<file path="src/rtl/time_setter_if.sv">
// time_setter_if: button, live-time and set-side signals between the clock counters and the time setter
interface time_setter_if;
   logic       btn_mode;
   logic       btn_inc;
   logic [4:0] cur_hour;
   logic [5:0] cur_minute;
   logic [4:0] set_hour;
   logic [5:0] set_minute;
   logic       set;
   logic       editing;
   logic       edit_field;
   modport master (
      output btn_mode, btn_inc, cur_hour, cur_minute,
      input  set_hour, set_minute, set, editing, edit_field
   );
   modport slave (
      input  btn_mode, btn_inc, cur_hour, cur_minute,
      output set_hour, set_minute, set, editing, edit_field
   );
endinterface

</file>
<file path="src/rtl/time_setter.sv">
// time_setter: hour/minute edit sequence with auto-repeat, timeout and a committed set strobe
module time_setter #(
   parameter int SET_PULSE     = 2,
   parameter int TIMEOUT       = 1000,
   parameter int REPEAT_DELAY  = 50,
   parameter int REPEAT_PERIOD = 10
) (
   input  logic         clk,
   input  logic         rst,
   time_setter_if.slave bus
);
   localparam int RMAX = REPEAT_DELAY > REPEAT_PERIOD ? REPEAT_DELAY : REPEAT_PERIOD;
   localparam int RW   = $clog2(RMAX + 1);
   localparam int TW   = $clog2(TIMEOUT + 1);
   localparam int PW   = $clog2(SET_PULSE + 1);
   typedef enum logic [1:0] {IDLE, EDIT_H, EDIT_M, COMMIT} state_t;
   state_t        state_q;
   logic          mode_q, inc_q, rpt_q, set_q, editing_q, field_q;
   logic [RW-1:0] rep_cnt_q;
   logic [TW-1:0] idle_cnt_q;
   logic [PW-1:0] pulse_cnt_q;
   logic [4:0]    hour_q, hour_d;
   logic [5:0]    minute_q, minute_d;
   logic          mode_press, inc_press, auto_step, in_edit, step;
   // Button edges, auto-repeat firing and wrapped increment values
   always_comb begin
      mode_press = bus.btn_mode & ~mode_q;
      inc_press  = bus.btn_inc & ~inc_q;
      auto_step  = bus.btn_inc && (rpt_q ? rep_cnt_q == RW'(REPEAT_PERIOD) : rep_cnt_q == RW'(REPEAT_DELAY));
      in_edit    = state_q == EDIT_H || state_q == EDIT_M;
      step       = in_edit && (inc_press || auto_step);
      hour_d     = hour_q == 5'd23 ? 5'd0 : hour_q + 5'd1;
      minute_d   = minute_q == 6'd59 ? 6'd0 : minute_q + 6'd1;
   end
   // Edit FSM; mode beats inc, the strobe starts one cycle after entering COMMIT
   always_ff @(posedge clk or posedge rst) begin
      if (rst) begin
         state_q     <= IDLE;
         mode_q      <= 1'b0;
         inc_q       <= 1'b0;
         rpt_q       <= 1'b0;
         set_q       <= 1'b0;
         editing_q   <= 1'b0;
         field_q     <= 1'b0;
         rep_cnt_q   <= '0;
         idle_cnt_q  <= '0;
         pulse_cnt_q <= '0;
         hour_q      <= '0;
         minute_q    <= '0;
      end else begin
         mode_q <= bus.btn_mode;
         inc_q  <= bus.btn_inc;
         if (!bus.btn_inc || !in_edit) begin
            rep_cnt_q <= '0;
            rpt_q     <= 1'b0;
         end else if (auto_step) begin
            rep_cnt_q <= RW'(1);
            rpt_q     <= 1'b1;
         end else begin
            rep_cnt_q <= rep_cnt_q + 1'b1;
         end
         case (state_q)
            IDLE: if (mode_press) begin
               hour_q     <= bus.cur_hour > 5'd23 ? 5'd0 : bus.cur_hour;
               minute_q   <= bus.cur_minute > 6'd59 ? 6'd0 : bus.cur_minute;
               state_q    <= EDIT_H;
               editing_q  <= 1'b1;
               field_q    <= 1'b0;
               idle_cnt_q <= '0;
            end
            EDIT_H, EDIT_M: if (mode_press) begin
               state_q     <= state_q == EDIT_H ? EDIT_M : COMMIT;
               editing_q   <= state_q == EDIT_H;
               field_q     <= state_q == EDIT_H;
               idle_cnt_q  <= '0;
               rep_cnt_q   <= '0;
               rpt_q       <= 1'b0;
               pulse_cnt_q <= '0;
            end else if (step) begin
               if (state_q == EDIT_H) hour_q <= hour_d;
               else minute_q <= minute_d;
               idle_cnt_q <= '0;
            end else if (idle_cnt_q == TW'(TIMEOUT - 1)) begin
               state_q    <= IDLE;
               editing_q  <= 1'b0;
               field_q    <= 1'b0;
               idle_cnt_q <= '0;
            end else begin
               idle_cnt_q <= idle_cnt_q + 1'b1;
            end
            COMMIT: if (pulse_cnt_q == PW'(SET_PULSE)) begin
               set_q       <= 1'b0;
               state_q     <= IDLE;
               pulse_cnt_q <= '0;
            end else begin
               set_q       <= 1'b1;
               pulse_cnt_q <= pulse_cnt_q + 1'b1;
            end
         endcase
      end
   end
   assign bus.set        = set_q;
   assign bus.set_hour   = hour_q;
   assign bus.set_minute = minute_q;
   assign bus.editing    = editing_q;
   assign bus.edit_field = field_q;
endmodule

</file>
<file path="src/flat_wrapper.sv">
// flat-port wrapper written by rule: the top's interface ports become plain ports
module time_setter_flat 
#(
   parameter int SET_PULSE     = 2,
   parameter int TIMEOUT       = 1000,
   parameter int REPEAT_DELAY  = 50,
   parameter int REPEAT_PERIOD = 10
)
  (clk, rst, bus_btn_mode, bus_btn_inc, bus_cur_hour, bus_cur_minute, bus_set_hour, bus_set_minute, bus_set, bus_editing, bus_edit_field);
  time_setter_if bus_i ();
  input  logic clk;
  input  logic rst;
  input wire logic [$bits(bus_i.btn_mode)-1:0] bus_btn_mode;
  input wire logic [$bits(bus_i.btn_inc)-1:0] bus_btn_inc;
  input wire logic [$bits(bus_i.cur_hour)-1:0] bus_cur_hour;
  input wire logic [$bits(bus_i.cur_minute)-1:0] bus_cur_minute;
  output wire logic [$bits(bus_i.set_hour)-1:0] bus_set_hour;
  output wire logic [$bits(bus_i.set_minute)-1:0] bus_set_minute;
  output wire logic [$bits(bus_i.set)-1:0] bus_set;
  output wire logic [$bits(bus_i.editing)-1:0] bus_editing;
  output wire logic [$bits(bus_i.edit_field)-1:0] bus_edit_field;
  assign bus_i.btn_mode = bus_btn_mode;
  assign bus_i.btn_inc = bus_btn_inc;
  assign bus_i.cur_hour = bus_cur_hour;
  assign bus_i.cur_minute = bus_cur_minute;
  assign bus_set_hour = bus_i.set_hour;
  assign bus_set_minute = bus_i.set_minute;
  assign bus_set = bus_i.set;
  assign bus_editing = bus_i.editing;
  assign bus_edit_field = bus_i.edit_field;
  time_setter #(.SET_PULSE(SET_PULSE), .TIMEOUT(TIMEOUT), .REPEAT_DELAY(REPEAT_DELAY), .REPEAT_PERIOD(REPEAT_PERIOD)) u_core (.clk(clk), .rst(rst), .bus(bus_i));
endmodule
</file>
<file path="config.mk">
export PLATFORM = sky130hd
export DESIGN_NAME = time_setter_flat
export DESIGN_NICKNAME = d
export VERILOG_FILES = /design/src/rtl/time_setter_if.sv /design/src/rtl/time_setter.sv /design/src/flat_wrapper.sv
export SDC_FILE = /design/constraint.sdc
export NUM_CORES = 1
export LEC_CHECK = 0
export ABC_CLOCK_PERIOD_IN_PS = 2200
export CAP_MARGIN = 15
export CORE_ASPECT_RATIO = 0.75
export CORE_UTILIZATION = 50
export DETAILED_ROUTE_END_ITERATION = 8
export PLACE_DENSITY = 0.73
export SLEW_MARGIN = 0
export SYNTH_ARGS = -nofsm -noshare
export SYNTH_HDL_FRONTEND = slang
export SYNTH_SLANG_ARGS = --single-unit
</file>
<file path="constraint.sdc">
create_clock -name clk -period 2.2 [get_ports clk]
set_input_delay 0.44 -clock clk [delete_from_list [all_inputs] [get_ports clk]]
set_output_delay 0.44 -clock clk [all_outputs]
set_load 0.01 [all_outputs]
</file>
==> summary.md, run 1 <==
| Metric | Value |
|---|---|
| Outcome | `complete, no violations` |
| Clock root cell | `clkbuf_8` |
| Min Hold Slack | `473 ps` |
| Nets | `314` |
| Critical path type | `reg -> reg` |
| Synth Instances | `245` |
| Initial drt markers | `134` |
| Biggest area consumer among synthesized cells | `dfrtp_1` |
| Yosys warnings | `0` |
| Clk pin slew, worst setup/hold paths | `70 ps` |
| Cell area after layout | `2840 µm²` |
| Top-area cell type share of the netlist area | `40.3%` |
| Core Region | `4230 µm²` |
| Peak VDD IR | `0.988 mV` |
| Clock tree sinks | `37` |
| Vias/cell | `5.98` |
| DRT Pass-1 Iters | `4` |
| Max Fanout on Critical Path | `6` |
| Final Setup Violations | `0` |
| Die Span Y | `60.7 µm` |
| Fin crit period | `2100 ps` |
| Critical path's top delay family | `compound AO/OA/AOI/OAI gates` |
| CTS tree | `built` |
| Worst Path Arrival | `2280 ps` |
| Final period utilization | `95.4%` |
| Ratio of cells with drive above 1 in the final layout | `12.8%` |
| Most common cell after layout, fill and taps aside | `dfrtp_1` |
| Die width | `80.3 µm` |
| Port Buffers | `28` |
| H-tree depth | `2` |
| Crit-path slowest cell | `dfrtp_1` |
| Number of hold buffers added after cts | `0` |
| Routed Antenna Nets | `0` |
| Worst Tran Pin Value | `476 ps` |
| Cell area after synthesis | `2300 µm²` |
| Effective utilization at floorplan | `54.3%` |
| Largest net degree at the start of global routing | `38` |
| Crit. End Element | `flip-flop` |
| Worst-skew pair later-pin latency | `290 ps` |
| PwrDens | `1250 nW/µm²` |
| Total die area | `4870 µm²` |
| Row cnt | `20` |
| Vias | `2,052` |
| Synth async-reset ratio | `100%` |
| Dpl cell area | `2760 µm²` |
| CP Cell Sequence | `inv_1 -> ha_1 -> nor4bb_2 -> a31o_2 -> o21a_1 -> mux2_2` |
| Crit-path max cell delay | `400 ps` |
| Global-route usage over all layers | `24.4%` |
| Vias in the first global route | `1,879` |
| FMAX | `477 MHz` |
| Yosys cell types | `49` |
| Commonest non-fill, non-tap cells in the layout | `dfrtp_1 (37), clkdlybuf4s50_1 (28), nand2_1 (22)` |
| DR WL/cell | `15.8 µm` |
| Worst path bufs/invs | `1` |
| Max-slew headroom | `68.3%` |
| Number of synthesized flops with an enable pin | `0` |
| First-pass GRT wire length | `8790 µm` |
| Sequential fraction of the synthesis area | `40.3%` |
| Antenna cells | `0` |
| Initial antenna violation count | `0` |
| Final WL | `5430 µm` |
| Critical Path RT | `2380 ps` |
| # IOs | `29` |
| Final Hold Fails | `0` |
| Syn Nets | `270` |
| Synth area leaders | `dfrtp_1 (40%), ha_1 (5.4%), nand2_1 (3.6%), a22o_1 (3.0%), nand3_1 (3.0%)` |
| Max Root-Sink Buffers | `2` |
| Yosys reg bits | `37` |
| DRC | `0` |
| Hold crit path type | `reg -> reg` |
| Startpoint Class | `flip-flop` |
| Dpl hpwl | `3970 µm` |
| Max Transition Viols Final | `0` |
| Total congestion overflow | `0` |
| Ys flop type | `dfrtp_1` |
| # Max-Cap Violations | `0` |
| Leak | `1.19 nW` |
| GPL Wtd Cong | `0.825` |
| Clk_skew | `7.75 ps` |
| Layout area overhead | `23.5%` |
| Post-Synthesis Mean Instance Area | `9.38 µm²` |
| CTS buffer count | `5` |
| Unrepaired setup endpoints after global routing | `false` |
==> metal layers <==
layer  vias to the layer above  track usage [%]  wire, µm
li1                       1002                -         -
met1                       994             34.6      2820
met2                        50             35.7      2310
met3                         6             5.86       246
met4                         0             11.2        48
met5                         -                0         0
==> synth_stat cells, drive strengths merged, types with 5 or more instances <==
cell,instances
nand2b,6
dfrtp,37
mux2,5
nand2,22
mux2i,6
a41oi,7
clkbuf,8
nand4,11
nor2,16
o211ai,5
a22o,8
o21ai,13
nand3,14
ha,10
o22ai,5
inv,14
==> final timing paths <==
path	from	end	slack (ps)	cells past startpoint
min in group asynchronous	rst	u_core.idle_cnt_q[6]	560	3
max in group asynchronous	rst	u_core.bus.set_hour[3]	1300	3
max reg2reg	u_core.state_q[1]	u_core.bus.set_minute[1]	100	6
min	u_core.idle_cnt_q[9]	u_core.idle_cnt_q[9]	470	1
min reg2reg	u_core.idle_cnt_q[9]	u_core.idle_cnt_q[9]	470	1
max	u_core.state_q[1]	u_core.bus.set_minute[1]	100	6
==> registers in the layout (all words and copies together) (netlist names) <==
register / flops
u_core.bus.editing: 1
u_core.rpt_q: 1
u_core.state_q: 2
u_core.pulse_cnt_q: 2
u_core.bus.edit_field: 1
u_core.bus.set: 1
u_core.bus.set_minute: 6
u_core.bus.set_hour: 5
u_core.mode_q: 1
u_core.inc_q: 1
u_core.rep_cnt_q: 6
u_core.idle_cnt_q: 10
==> stage by stage <==
step	std cells	setup TNS (ps)	utilization [%]	setup WS, ps	power, mW
finish	343	0	67.1	102	3.55
global route	343	0	67.1	13.9	3.82
CTS	343	0	67.0	75.0	3.56
detailed placement	337	-17.7	65.2	-12.1	3.10
global placement	337	0	65.2	13.9	3.07
floorplan	245	0	-	241	2.30
==> kinds of logic after synthesis <==
logic type	synth area share, %
AND/OR/NAND/NOR	22.0
AO/OA/AOI/OAI	21.1
flip-flops	40.3
buffers and inverters	4.52
multiplexers	5.06
adder cells (fa/ha/maj)	5.44
XOR/XNOR	1.52
==> power breakdown <==
part,switching [mW],internal [mW]
registers,0.201,0.857
logic,1.05,1.01
clock network,0.231,0.208
total,1.48,2.08
==> repair_timing <==
item / in CTS / in global routing
gates resized for setup: 0 / 1
endpoints found under the setup margin: 0 / 2
setup buffers: 0 / 0
==> layout make-up <==
class                           count  area (µm²)
Tap cell                           55        68.8
Sequential cell                    37         926
Clock inverter                      1        5.00
Timing Repair Buffer               48         443
Fill cell                         347        1390
Clock buffer                        5        68.8
Multi-Input combinational cell    183        1270
Inverter                           14        52.6
Note: power is estimated with default switching activity, not from simulation.
==> inputs of run 2 (changes only) <==
--- a/config.mk
+++ b/config.mk
@@ -9,6 +9,7 @@
 export CAP_MARGIN = 15
 export CORE_ASPECT_RATIO = 0.75
 export CORE_UTILIZATION = 50
+export CTS_BUF_LIST = sky130_fd_sc_hd__clkbuf_8
 export DETAILED_ROUTE_END_ITERATION = 8
 export PLACE_DENSITY = 0.73
 export SLEW_MARGIN = 0
==> results of run 2 <==
No change in the layout: final DEF, timing and power equal those of run 1.
